**src/rtl/captura_indexada_pkg.sv**
```systemverilog
// Shared definitions for the indexed serial-to-word capture block.
package captura_indexada_pkg;

    localparam int IDX_W_DEF = 5;
    localparam int NBITS_DEF = 1 << IDX_W_DEF;

    typedef enum logic [1:0] {
        ST_IDLE    = 2'd0,
        ST_CAPTURE = 2'd1,
        ST_HOLD    = 2'd2
    } state_t;

endpackage

```
**src/rtl/captura_indexada_idx_checker.sv**
```systemverilog
// Expected-index tracker: holds the next index a frame must see,
// compares it against the counter and flags the final bit position.
module captura_indexada_idx_checker #(
    parameter int IDX_W = 5
) (
    input  logic             CLK,
    input  logic             RESET,
    input  logic             clr_i,
    input  logic             adv_i,
    input  logic [IDX_W-1:0] idx_i,
    output logic             match_o,
    output logic             last_o
);

    logic [IDX_W-1:0] exp_idx_q, exp_idx_d;

    // Clear on frame start, step on every accepted bit; the increment
    // wraps from all-ones back to zero when a frame completes.
    always_comb begin
        exp_idx_d = exp_idx_q;
        if (clr_i)
            exp_idx_d = '0;
        else if (adv_i)
            exp_idx_d = exp_idx_q + 1'b1;
    end

    // Expected-index register.
    always_ff @(posedge CLK or negedge RESET) begin
        if (!RESET)
            exp_idx_q <= '0;
        else
            exp_idx_q <= exp_idx_d;
    end

    assign match_o = (idx_i == exp_idx_q);
    assign last_o  = (exp_idx_q == {IDX_W{1'b1}});

endmodule

```
**src/rtl/captura_indexada.sv**
```systemverilog
// Assembles a word one bit per CE tick at the position given by the
// index counter, then presents it with a valid/ack handshake. Flags
// broken index sequences and starts that arrive while a word is pending.
module captura_indexada
    import captura_indexada_pkg::*;
#(
    parameter int IDX_W = IDX_W_DEF,
    parameter int NBITS = 1 << IDX_W
) (
    input  logic             CLK,
    input  logic             RESET,
    input  logic             CE,
    input  logic             start,
    input  logic [IDX_W-1:0] idx,
    input  logic             din,
    input  logic             ack,
    output logic [NBITS-1:0] word,
    output logic             word_valid,
    output logic             busy,
    output logic             seq_err,
    output logic             overrun
);

    state_t           state_q, state_d;
    logic [NBITS-1:0] shadow_q, shadow_d;
    logic [NBITS-1:0] word_q, word_d;
    logic             valid_q, valid_d;
    logic             busy_q, busy_d;
    logic             seq_err_q, seq_err_d;
    logic             overrun_q, overrun_d;
    logic             clr, adv, match, last;

    captura_indexada_idx_checker #(.IDX_W(IDX_W)) u_idx_checker (
        .CLK     (CLK),
        .RESET   (RESET),
        .clr_i   (clr),
        .adv_i   (adv),
        .idx_i   (idx),
        .match_o (match),
        .last_o  (last)
    );

    // Next-state and register updates; everything holds unless acted on.
    always_comb begin
        state_d   = state_q;
        shadow_d  = shadow_q;
        word_d    = word_q;
        valid_d   = valid_q;
        seq_err_d = seq_err_q;
        overrun_d = overrun_q;
        clr       = 1'b0;
        adv       = 1'b0;
        case (state_q)
            ST_IDLE: begin
                if (CE && start) begin
                    state_d   = ST_CAPTURE;
                    clr       = 1'b1;
                    shadow_d  = '0;
                    seq_err_d = 1'b0;
                    overrun_d = 1'b0;
                end
            end
            ST_CAPTURE: begin
                // start is ignored here: a frame never restarts itself.
                if (CE) begin
                    if (match) begin
                        shadow_d[idx] = din;
                        adv           = 1'b1;
                        if (last) begin
                            // Last bit goes straight into the word so valid
                            // appears one cycle after the final CE edge.
                            word_d          = shadow_q;
                            word_d[NBITS-1] = din;
                            valid_d         = 1'b1;
                            state_d         = ST_HOLD;
                        end
                    end else begin
                        seq_err_d = 1'b1;
                        state_d   = ST_IDLE;
                    end
                end
            end
            ST_HOLD: begin
                // ack wins over a simultaneous start; the start is dropped.
                if (ack) begin
                    valid_d = 1'b0;
                    state_d = ST_IDLE;
                end else if (CE && start) begin
                    overrun_d = 1'b1;
                end
            end
            default: state_d = ST_IDLE;
        endcase
        busy_d = (state_d == ST_CAPTURE);
    end

    // State, data and flag registers.
    always_ff @(posedge CLK or negedge RESET) begin
        if (!RESET) begin
            state_q   <= ST_IDLE;
            shadow_q  <= '0;
            word_q    <= '0;
            valid_q   <= 1'b0;
            busy_q    <= 1'b0;
            seq_err_q <= 1'b0;
            overrun_q <= 1'b0;
        end else begin
            state_q   <= state_d;
            shadow_q  <= shadow_d;
            word_q    <= word_d;
            valid_q   <= valid_d;
            busy_q    <= busy_d;
            seq_err_q <= seq_err_d;
            overrun_q <= overrun_d;
        end
    end

    assign word       = word_q;
    assign word_valid = valid_q;
    assign busy       = busy_q;
    assign seq_err    = seq_err_q;
    assign overrun    = overrun_q;

endmodule

```
**config.mk**
```make
export PLATFORM = sky130hd
export DESIGN_NAME = captura_indexada
export DESIGN_NICKNAME = d
export VERILOG_FILES = /design/src/rtl/captura_indexada_pkg.sv /design/src/rtl/captura_indexada_idx_checker.sv /design/src/rtl/captura_indexada.sv
export SDC_FILE = /design/constraint.sdc
export NUM_CORES = 1
export LEC_CHECK = 0
export BUFFER_PORTS_ARGS = -buffer_cell sky130_fd_sc_hd__buf_4
export CAP_MARGIN = 30
export CORE_MARGIN = 8
export CORE_UTILIZATION = 41
export DETAILED_ROUTE_END_ITERATION = 7
export MAX_ROUTING_LAYER = met4
export PLACE_DENSITY = 0.7
export SYNTH_ARGS = -nofsm -noshare
export SYNTH_HDL_FRONTEND = slang
export SYNTH_SLANG_ARGS = --single-unit
```
**constraint.sdc**
```tcl
create_clock -name CLK -period 2.58 [get_ports CLK]
set_clock_uncertainty 0.1 [all_clocks]
set_input_delay 0.129 -clock CLK [delete_from_list [all_inputs] [get_ports CLK]]
set_output_delay 0.129 -clock CLK [all_outputs]
set_load 0.05 [all_outputs]
```
== Word-level counts from Yosys, hierarchy flattened ==
Cells that the tools add are included.

* Bits in registers: 75
* Input port bits: 11
* Output and inout bits: 36
* Logic and storage cells: 68

* $add $sub $neg: 1
* Order comparisons: 2
* Eq/ne operators: 13
* Mux-type cells: 32
* Reductions and logical operators: 12

{| class="wikitable"
|+ Operators by type and width
! cell !! count
|-
| 32-bit two-way mux || 3
|-
| 32-bit one-hot mux with 2 select lines || 1
|-
| 32-bit bitwise mux || 1
|-
| 2-bit inequality test (second input constant) || 8
|-
| 4-bit AND reduction || 4
|-
| 1-bit two-way mux || 15
|-
| 2-bit two-way mux || 5
|-
| 5-bit two-way mux || 2
|-
| 2-bit nonzero test || 4
|-
| 5-bit by 6-bit less-than comparator with 1-bit output (second input constant) || 1
|-
| 1-bit one-hot mux with 2 select lines || 3
|-
| 2-bit one-hot mux with 3 select lines || 1
|-
| 5-bit by 1-bit adder with 5-bit output (second input constant) || 1
|-
| 1-bit demux with 5-bit select || 1
|-
| 5-bit == test || 1
|-
| 5-bit == test (second input constant) || 1
|-
| 5-bit by 1-bit >= comparator with 1-bit output (second input constant) || 1
|-
| 5-bit AND reduction || 1
|-
| 2-bit by 1-bit == test with 1-bit output (second input constant) || 2
|-
| 2-bit == test (second input constant) || 1
|-
| 1-bit logical AND || 2
|-
| 2-bit logical NOT || 1
|}

== Longest topological paths before layout ==
Gate-level depths: netlist of the first run.

* Depth in word-level cells: 8
* Depth in mapped cells: 6
* Gate-level depth less buffers: 5

== By module ==
A second synthesis of the first run with hierarchy kept.

* Cells, all modules: 287
* Area total of the unflattened synthesis: 3,545.9 um^2

{| class="wikitable"
|+ By module, submodules not included
! module !! times used !! cells each !! area an instance (um^2) !! sequential area each (um^2)
|-
| captura_indexada || 1 || 259 || 3,255.6 || 1,726.7
|-
| captura_indexada_idx_checker || 1 || 28 || 290.3 || 125.1
|}

== Least setup slack after synthesis of the first run ==
OpenSTA, ideal clock, no wires.

* Path type: flip-flop to flip-flop
* Start: reg u_idx_checker.exp_idx_q[0]
* End: reg word_q[10] (netlist: word[10])
* Arrival: 1.611 ns
* Slack: 0.742 ns
* Cell stages (with the launch flop): 7
* Path buffers: 1
* Path through: dfrtp_1 > ha_1 > and3_1 > ha_1 > nand3_2 > buf_4 > mux2_1

* Cells in the longest elaborated chain, start to end: 2
* Elaborated cells on any way between the ends: 3
* Classes of those cells: eq/ne: 2; reduce/logical: 1

{| class="wikitable"
|+ Ends and longest elaborated chain
! what !! RTL line !! text
|-
| start, declared || captura_indexada_idx_checker.sv:15 || <nowiki>logic [IDX_W-1:0] exp_idx_q, exp_idx_d;</nowiki>
|-
| start signal, assigned || captura_indexada_idx_checker.sv:32 || <nowiki>exp_idx_q <= exp_idx_d;</nowiki>
|-
| 5-bit == test (on tied branches) || captura_indexada_idx_checker.sv:35, captura_indexada_idx_checker.sv:36 ||
|-
| 4-bit AND reduction (no source line) (*) || -- ||
|-
| end signal, assigned || captura_indexada.sv:110 || <nowiki>word_q <= word_d;</nowiki>
|-
| end, declared || captura_indexada.sv:26 || <nowiki>logic [NBITS-1:0] word_q, word_d;</nowiki>
|}

Mark *: on every way between the ends. The rest lies on a longest branch, timed or not.
A chain may end at the register's enable or synchronous reset.

== Worst setup path after layout of the first run ==
* Start: reg u_idx_checker.exp_idx_q[2]
* End: reg shadow_q[5]

* Cells in the longest elaborated chain, start to end: 3

{| class="wikitable"
|+ Ends and longest elaborated chain
! what !! RTL line !! text
|-
| 5-bit == test || captura_indexada_idx_checker.sv:35 || <nowiki>assign match_o = (idx_i == exp_idx_q);</nowiki>
|-
| 2-bit inequality test (no source line) || -- ||
|-
| 4-bit AND reduction (no source line) || -- ||
|-
| end signal, assigned || captura_indexada.sv:109 || <nowiki>shadow_q <= shadow_d;</nowiki>
|-
| end, declared || captura_indexada.sv:25 || <nowiki>logic [NBITS-1:0] shadow_q, shadow_d;</nowiki>
|}

No other way between the ends.

==> summary.md, run 1 <==
| Metric | Value |
|---|---|
| Vias | `2,573` |
| Critical-path top delay cell | `dfrtp_1` |
| Static Leak | `2.06 nW` |
| Share of cells above drive strength 1 | `0.258` |
| Cell count after synthesis | `298` |
| FFs w/ async S/R, synth | `1.00` |
| NumNets Final | `364` |
| Post-synthesis simple-gate area fraction | `0.141` |
| ANT nets after route | `0` |
| Syn. warnings | `0` |
| Die Span Y | `108 um` |
| Worst vdd ir | `0.000434 V` |
| DP Wirelength | `5.33 mm` |
| Mean Syn Cell Area | `11.6 um2` |
| Reg2Reg Capture Point | `shadow_q[5]` |
| Max incr delay on CP | `450 ps` |
| Worst Path Arrival | `2180 ps` |
| CP max FO | `23` |
| Post-synth EDFFs | `0` |
| Wire per inst | `17.3 um` |
| Worst Setup End Kind | `flop` |
| Port buffer count | `46` |
| CTS H-tree depth | `3` |
| CP bufs+invs | `1` |
| Req. time, crit path | `2710 ps` |
| Top_reg_cell synth | `dfrtp_1` |
| Max-cap check violation count | `0` |
| Minimum hold slack | `46.5 ps` |
| DR vias/cell | `5.58` |
| Skew-Pair Late Insertion Delay | `350 ps` |
| RSZ-0062 raised after global routing | `false` |
| DRC violations left | `0` |
| Drt total wl | `7.99 mm` |
| Hold path endpoint | `state_q[0]` |
| Post-Synth XOR/XNOR Area | `0.0171` |
| Netlist Area Pre-Place | `3440 um2` |
| Multiplexer area fraction after synthesis | `0.108` |
| Clock Path Buffers | `2` |
| Reg2Reg Setup Slack | `530 ps` |
| Sequential element share of the synthesized area | `0.538` |
| Post-synthesis compound-gate area fraction | `0.162` |
| Syn-to-layout area delta | `20.2%` |
| GRT Util Overall | `0.149` |
| Post-Syn Nets | `311` |
| # rows | `33` |
| Vias in the first global route | `2,562` |
| Num CTS Buffers | `9` |
| CP cell instances | `xnor2_1 -> and3_1 -> a21oi_2 -> buf_12 -> a221o_1` |
| Slew headroom | `0.381` |
| First-pass GRT wire length | `13.1 mm` |
| Max-slew violation count | `0` |
| Slew of the pin with the lowest slew margin | `928 ps` |
| CP top delay family | `compound AO/OA/AOI/OAI gates` |
| Final hold vios | `0` |
| Period utilization | `0.796` |
| FF-to-FF Start | `u_idx_checker.exp_idx_q[2]` |
| Area of the core | `8180 um2` |
| Peak Freq | `487 MHz` |
| DR top layer | `met4` |
| TritonCTS clock tree | `done` |
| Setup-failing EPs final | `0` |
| Largest net degree at the start of global routing | `75` |
| Worst Hold Class | `input port to flop` |
| Overflow left after global routing | `0` |
| Wire length on met2 | `3.77 mm` |
| Combinational family with the most area after synthesis | `compound AO/OA/AOI/OAI gates` |
| Clock slew at reported path FFs | `80 ps` |
| Critical Path Source Type | `flop` |
| Number of post-CTS setup repair buffers | `0` |
| Fin crit period | `2050 ps` |
| Commonest non-fill, non-tap cell in the layout | `dfrtp_1` |
| IO Pins | `47` |
| Total die area | `11,600 um2` |
| Yosys reg bits | `74` |
| Post-Synth Adder-Cell Area | `0.00727` |
| Unique masters post-synth | `44` |
| ANT cells | `0` |
| CTS Sinks | `74` |
| Outcome | `completed` |
| FF-to-FF path depth | `5` |
| Final Wtd Congestion | `0.879` |
| Starting Density | `0.421` |
| Clk root buf | `clkbuf_8` |
| Pre-antenna DRT Iters | `4` |
| Initial antenna violation count | `0` |
| Hold depth | `3` |
| Met3 WL | `483 um` |
| Setup TNS | `0 ps` |
| Power Dens Cells | `717 nW/um2` |
| Kind of critical path | `flop to flop` |
| Routed length on met1 | `3.56 mm` |
| Most frequent cells in the layout | `dfrtp_1, buf_4, a21oi_1` |
| Die width | `108 um` |
| Hold path start | `CE` |
| DRT iter0 DRCs | `140` |
[layer usage]
metal,track usage,vias up
met5,-,-
met4,0.0624,0
met3,0.0413,15
met2,0.225,79
met1,0.185,1268
li1,-,1211
[power by group]
part | internal (mW) | leakage, nW | total (mW) | switching, mW
Clock | 0.350 | 0.0827 | 0.793 | 0.443
Combinational | 0.287 | 1.02 | 0.551 | 0.265
Sequential | 1.41 | 0.958 | 1.62 | 0.216
Total | 2.04 | 2.06 | 2.97 | 0.923
[kinds of logic after synthesis]
kind of cell | Yosys count
AOI/OAI and AO/OA | 78
DFF | 74
adders and majority gates | 2
buffers and inverters | 21
xor gates and xnor gates | 5
muxes | 33
and+or+nand+nor | 85
[synthesized netlist by cell type, drive strengths merged, types with 2 or more instances]
cell | count | area, um2
a211o | 8 | 70.1
a21o | 2 | 15.0
a21oi | 37 | 189
a221o | 23 | 230
and3 | 11 | 68.8
buf | 9 | 48.8
clkbuf | 10 | 37.5
dfrtp | 74 | 1850
ha | 2 | 25.0
inv | 2 | 7.51
mux2 | 32 | 360
nand2 | 35 | 131
nand3 | 6 | 40.0
nand4 | 3 | 18.8
nor2 | 6 | 22.5
nor2b | 2 | 12.5
nor3 | 4 | 36.3
nor3b | 3 | 22.5
nor4 | 4 | 50.1
o21ai | 4 | 20.0
or3 | 3 | 23.8
xnor2 | 3 | 26.3
xor2 | 2 | 32.5
[state kept, by name, indices dropped and copies added (netlist names)]
signal	count
overrun	1
busy	1
word_valid	1
word	32
shadow_q	31
u_idx_checker.exp_idx_q	5
state_q	2
seq_err	1
[cell type report]
| class | count | area, um2 |
|---|---|---|
| Multi-Input combinational cell | 203 | 1500 |
| Clock buffer | 10 | 128 |
| Inverter | 2 | 7.51 |
| Fill cell | 739 | 4040 |
| Clock inverter | 6 | 42.5 |
| Timing Repair Buffer | 61 | 478 |
| Tap cell | 105 | 131 |
| Sequential cell | 74 | 1850 |
[timing repair]
item / 4_1_cts / 5_1_grt
gates resized for setup: 0 / 0
hold buffers: 3 / 0
hold endpoints to repair: 78 / 0
[worst max path at each step]
stage                     cells after the start          end  slack (ps)                       start
after floorplan                               6     word[10]         740  u_idx_checker.exp_idx_q[0]
after global placement                        6      word[0]         590  u_idx_checker.exp_idx_q[0]
after detailed placement                      5  shadow_q[5]         550  u_idx_checker.exp_idx_q[2]
after CTS                                     5  shadow_q[5]         540  u_idx_checker.exp_idx_q[2]
after global routing                          5  shadow_q[5]         450  u_idx_checker.exp_idx_q[2]
final                                         5  shadow_q[5]         530  u_idx_checker.exp_idx_q[2]
[per-stage QoR]
| step | util | cell area (um2) | total power [mW] | setup slack (ps) | std cells |
|---|---|---|---|---|---|
| after floorplan | - | 3440 | 1.98 | 742 | 298 |
| after global placement | 0.482 | 3940 | 2.15 | 592 | 442 |
| after global routing | 0.506 | 4140 | 3.14 | 450 | 461 |
| after detailed placement | 0.482 | 3940 | 2.19 | 549 | 442 |
| final | 0.506 | 4140 | 2.97 | 527 | 461 |
| after CTS | 0.506 | 4140 | 3.00 | 541 | 461 |
[worst min-delay path: cells and delay by family]
kind | cells | cell delay [ps]
AO/OA/AOI/OAI | 2 | 210
buffers and inverters | 1 | 140
No activity file was read; power rests on OpenSTA's default activity.
==> inputs of run 2 (changes only) <==
==> constraint.sdc (replaced) <==
create_clock -name CLK -period 1.9 [get_ports CLK]
set_clock_uncertainty 0.1 [all_clocks]
set_input_delay 0.095 -clock CLK [delete_from_list [all_inputs] [get_ports CLK]]
set_output_delay 0.095 -clock CLK [all_outputs]
set_load 0.05 [all_outputs]
==> run 2 against run 1 <==
  * The run now ends with setup timing left
  * Cell count rose by 6.9%
  * Combinational power up 49%
  * Sequential cell count unchanged
  * Routed wire length grew 11%
  * Critical path type unchanged
  * Critical endpoint is now u_idx_checker.exp_idx_q[3]
==> summary.md, run 2 (same netlist as run 1, synthesis figures left out) <==
| Metric | Value |
|---|---|
| Commonest non-fill, non-tap cell in the layout | `buf_4` |
| Clock Path Buffers | `2 (unchanged)` |
| Period utilization | `1.03 (+0.237)` |
| Dpl ws | `-89.7 ps (-638 ps)` |
| Fin crit period | `1960 ps (-91.3 ps)` |
| RSZ-0062 raised after global routing | `true` |
| Vias | `2,709 (+5.3%)` |
| Worst vdd ir | `0.000522 V (+20%)` |
| CTS Sinks | `74 (unchanged)` |
| Total die area | `11,600 um2 (unchanged)` |
| Clk pwr share | `0.268 (about the same)` |
| Worst Hold Class | `input port to flop` |
| Failing checks | `setup timing` |
| TritonCTS clock tree | `done` |
| Starting Density | `0.421 (unchanged)` |
| Clock slew at reported path FFs | `70 ps (about the same)` |
| Worst Setup End Kind | `flop` |
| Setup slack after layout | `-61.8 ps (-589 ps)` |
| CTS H-tree depth | `3 (unchanged)` |
| Overflow left after global routing | `0 (unchanged)` |
| Combinational share of power | `0.198 (+0.012)` |
| IO Pins | `47 (unchanged)` |
| Area of the core | `8180 um2 (unchanged)` |
| Final Wtd Congestion | `0.898 (+2.1%)` |
| Initial antenna violation count | `0 (unchanged)` |
| Worst Path Arrival | `2130 ps (-50 ps)` |
| CP bufs+invs | `0 (-1)` |
| Design internal power | `2.86 mW (+40%)` |
| Clk root buf | `clkbuf_8` |
| Peak Freq | `510 MHz (+4.7%)` |
| FF-to-FF path depth | `4 (-1)` |
| Psw | `1.27 mW (+38%)` |
| Max-slew violation count | `0 (unchanged)` |
| Hold path start | `CE` |
| Share of cells above drive strength 1 | `0.394 (+0.136)` |
| Skew-Pair Late Insertion Delay | `350 ps (about the same)` |
| CP max FO | `5 (-78%)` |
| First-pass GRT wire length | `13.7 mm (+4.6%)` |
| Flop pwr share | `0.534 (-0.013)` |
| Hold depth | `4 (+1)` |
| CP top delay family | `simple AND/OR/NAND/NOR gates` |
| Largest net degree at the start of global routing | `54 (-28%)` |
| DRC violations left | `0 (unchanged)` |
| Power Dens Cells | `894 nW/um2 (+25%)` |
| Port buffer count | `46 (unchanged)` |
| Max incr delay on CP | `490 ps (+40 ps)` |
| Largest register FFs | `32 (unchanged)` |
| Req. time, crit path | `2060 ps (-650 ps)` |
| Most frequent cells in the layout | `buf_4, dfrtp_1, nand2_1` |
| Switch share | `0.307 (-0.00399)` |
| Die width | `108 um (unchanged)` |
| Reg2Reg Setup Slack | `-60 ps (-590 ps)` |
| ANT cells | `0 (unchanged)` |
| DR vias/cell | `5.49 (-1.5%)` |
| Setup-failing EPs final | `59 (+59)` |
| Max-cap check violation count | `0 (unchanged)` |
| Critical-path top delay cell | `or4_4` |
| Dpl cells | `465 (+5.2%)` |
| Drt total wl | `8.87 mm (+11%)` |
| Non-filler cells in the finished layout | `493 (+6.9%)` |
| CP cell instances | `nand3b_1 -> or3_4 -> or4_4 -> a21oi_2` |
| Pre-antenna DRT Iters | `5 (+1)` |
| Outcome | `finished with violations` |
| DRT iter0 DRCs | `140 (unchanged)` |
| Static Leak | `2.33 nW (+13%)` |
| Kind of critical path | `flop to flop` |
| Num CTS Buffers | `9 (unchanged)` |
| Die Span Y | `108 um (unchanged)` |
| # rows | `33 (unchanged)` |
| Wire per inst | `18.0 um (+3.7%)` |
| Slew of the pin with the lowest slew margin | `682 ps (-246 ps)` |
| Slew headroom | `0.546 (+0.164)` |
| NumNets Final | `396 (+8.8%)` |
| Reg2Reg Capture Point | `u_idx_checker.exp_idx_q[3]` |
| FF-to-FF Start | `state_q[1]` |
| DP Wirelength | `5.68 mm (+6.5%)` |
| Vias in the first global route | `2,676 (+4.4%)` |
| Syn-to-layout area delta | `34.4%` |
| Hold path endpoint | `state_q[0]` |
| Critical Path Source Type | `flop` |
| GRT Util Overall | `0.153 (+0.00352)` |
| Final hold vios | `0 (unchanged)` |
| ANT nets after route | `0 (unchanged)` |
run 2: cell count changes in the layout (fill, tap and decap cells not counted), moves of 4 or more:
cell    before  now
mux2_1      28    8
buf_6        0    4
buf_4       57   81
mux2_4       0   20
run 2: layout make-up:
| class | count | area [um2] |
|---|---|---|
| clock buffer | 11 | 141 |
| tap | 105 | 131 |
| sequential | 74 | 1850 |
| multi-input combinational | 203 | 1660 |
| inverter | 2 | 7.51 |
| timing repair buffer | 93 | 793 |
| clock inverter | 5 | 37.5 |
| fill | 697 | 3550 |
run 2: worst min-delay path, cell delays in order:
cell	delay, ps
buf_4	140
o41ai_4	50
buf_4	100
a21o_1	100
run 2: how the worst max path moves through the flow:
stage                                           from                          to  slack, ps  depth (start not counted)
after detailed placement  u_idx_checker.exp_idx_q[0]                shadow_q[13]        -90                          4
after floorplan           u_idx_checker.exp_idx_q[0]                    word[10]         60                          6
after CTS                                 state_q[1]  u_idx_checker.exp_idx_q[3]        -50                          4
final                                     state_q[1]  u_idx_checker.exp_idx_q[3]        -60                          4
after global placement    u_idx_checker.exp_idx_q[0]                 shadow_q[9]          5                          4
after global routing      u_idx_checker.exp_idx_q[0]                shadow_q[18]       -120                          7
run 2: what timing repair did:
item | 4_1_cts | 5_1_grt
setup buffers | 2 | 4
hold buffers | 3 | 0
endpoints found under the hold margin | 55 | 0
gates cloned | 0 | 3
endpoints found under the setup margin | 41 | 67
pin swaps | 2 | 0
gates resized for setup | 8 | 30
run 2: metal layers:
metal	GRT usage	up-vias	wire length [um]
li1	-	1276	-
met1	0.186	1337	3880
met2	0.237	84	4360
met3	0.0461	12	497
met4	0.0515	0	133
met5	-	-	0
run 2: power groups by stage:
| stage | Sequential (mW) | Combinational [mW] | Clock, mW |
|---|---|---|---|
| after floorplan | 2.16 | 0.527 | 0 |
| after global placement | 2.21 | 0.747 | 0 |
| after detailed placement | 2.22 | 0.776 | 0 |
| after CTS | 2.19 | 0.795 | 1.14 |
| after global routing | 2.26 | 0.905 | 1.21 |
| final | 2.21 | 0.819 | 1.11 |
run 2: stage by stage:
stage,power [mW],setup TNS (ps),hold slack [ps],instance area [um2],utilization
6_report,4.13,-1570,75.2,4620,0.566
5_1_grt,4.37,-5660,61.7,4620,0.566
4_1_cts,4.13,-362,62.1,4410,0.539
3_5_place_dp,3.00,-977,82.1,4140,0.506
3_3_place_gp,2.95,0,79.8,4140,0.506
2_1_floorplan,2.69,0,-301,3440,-
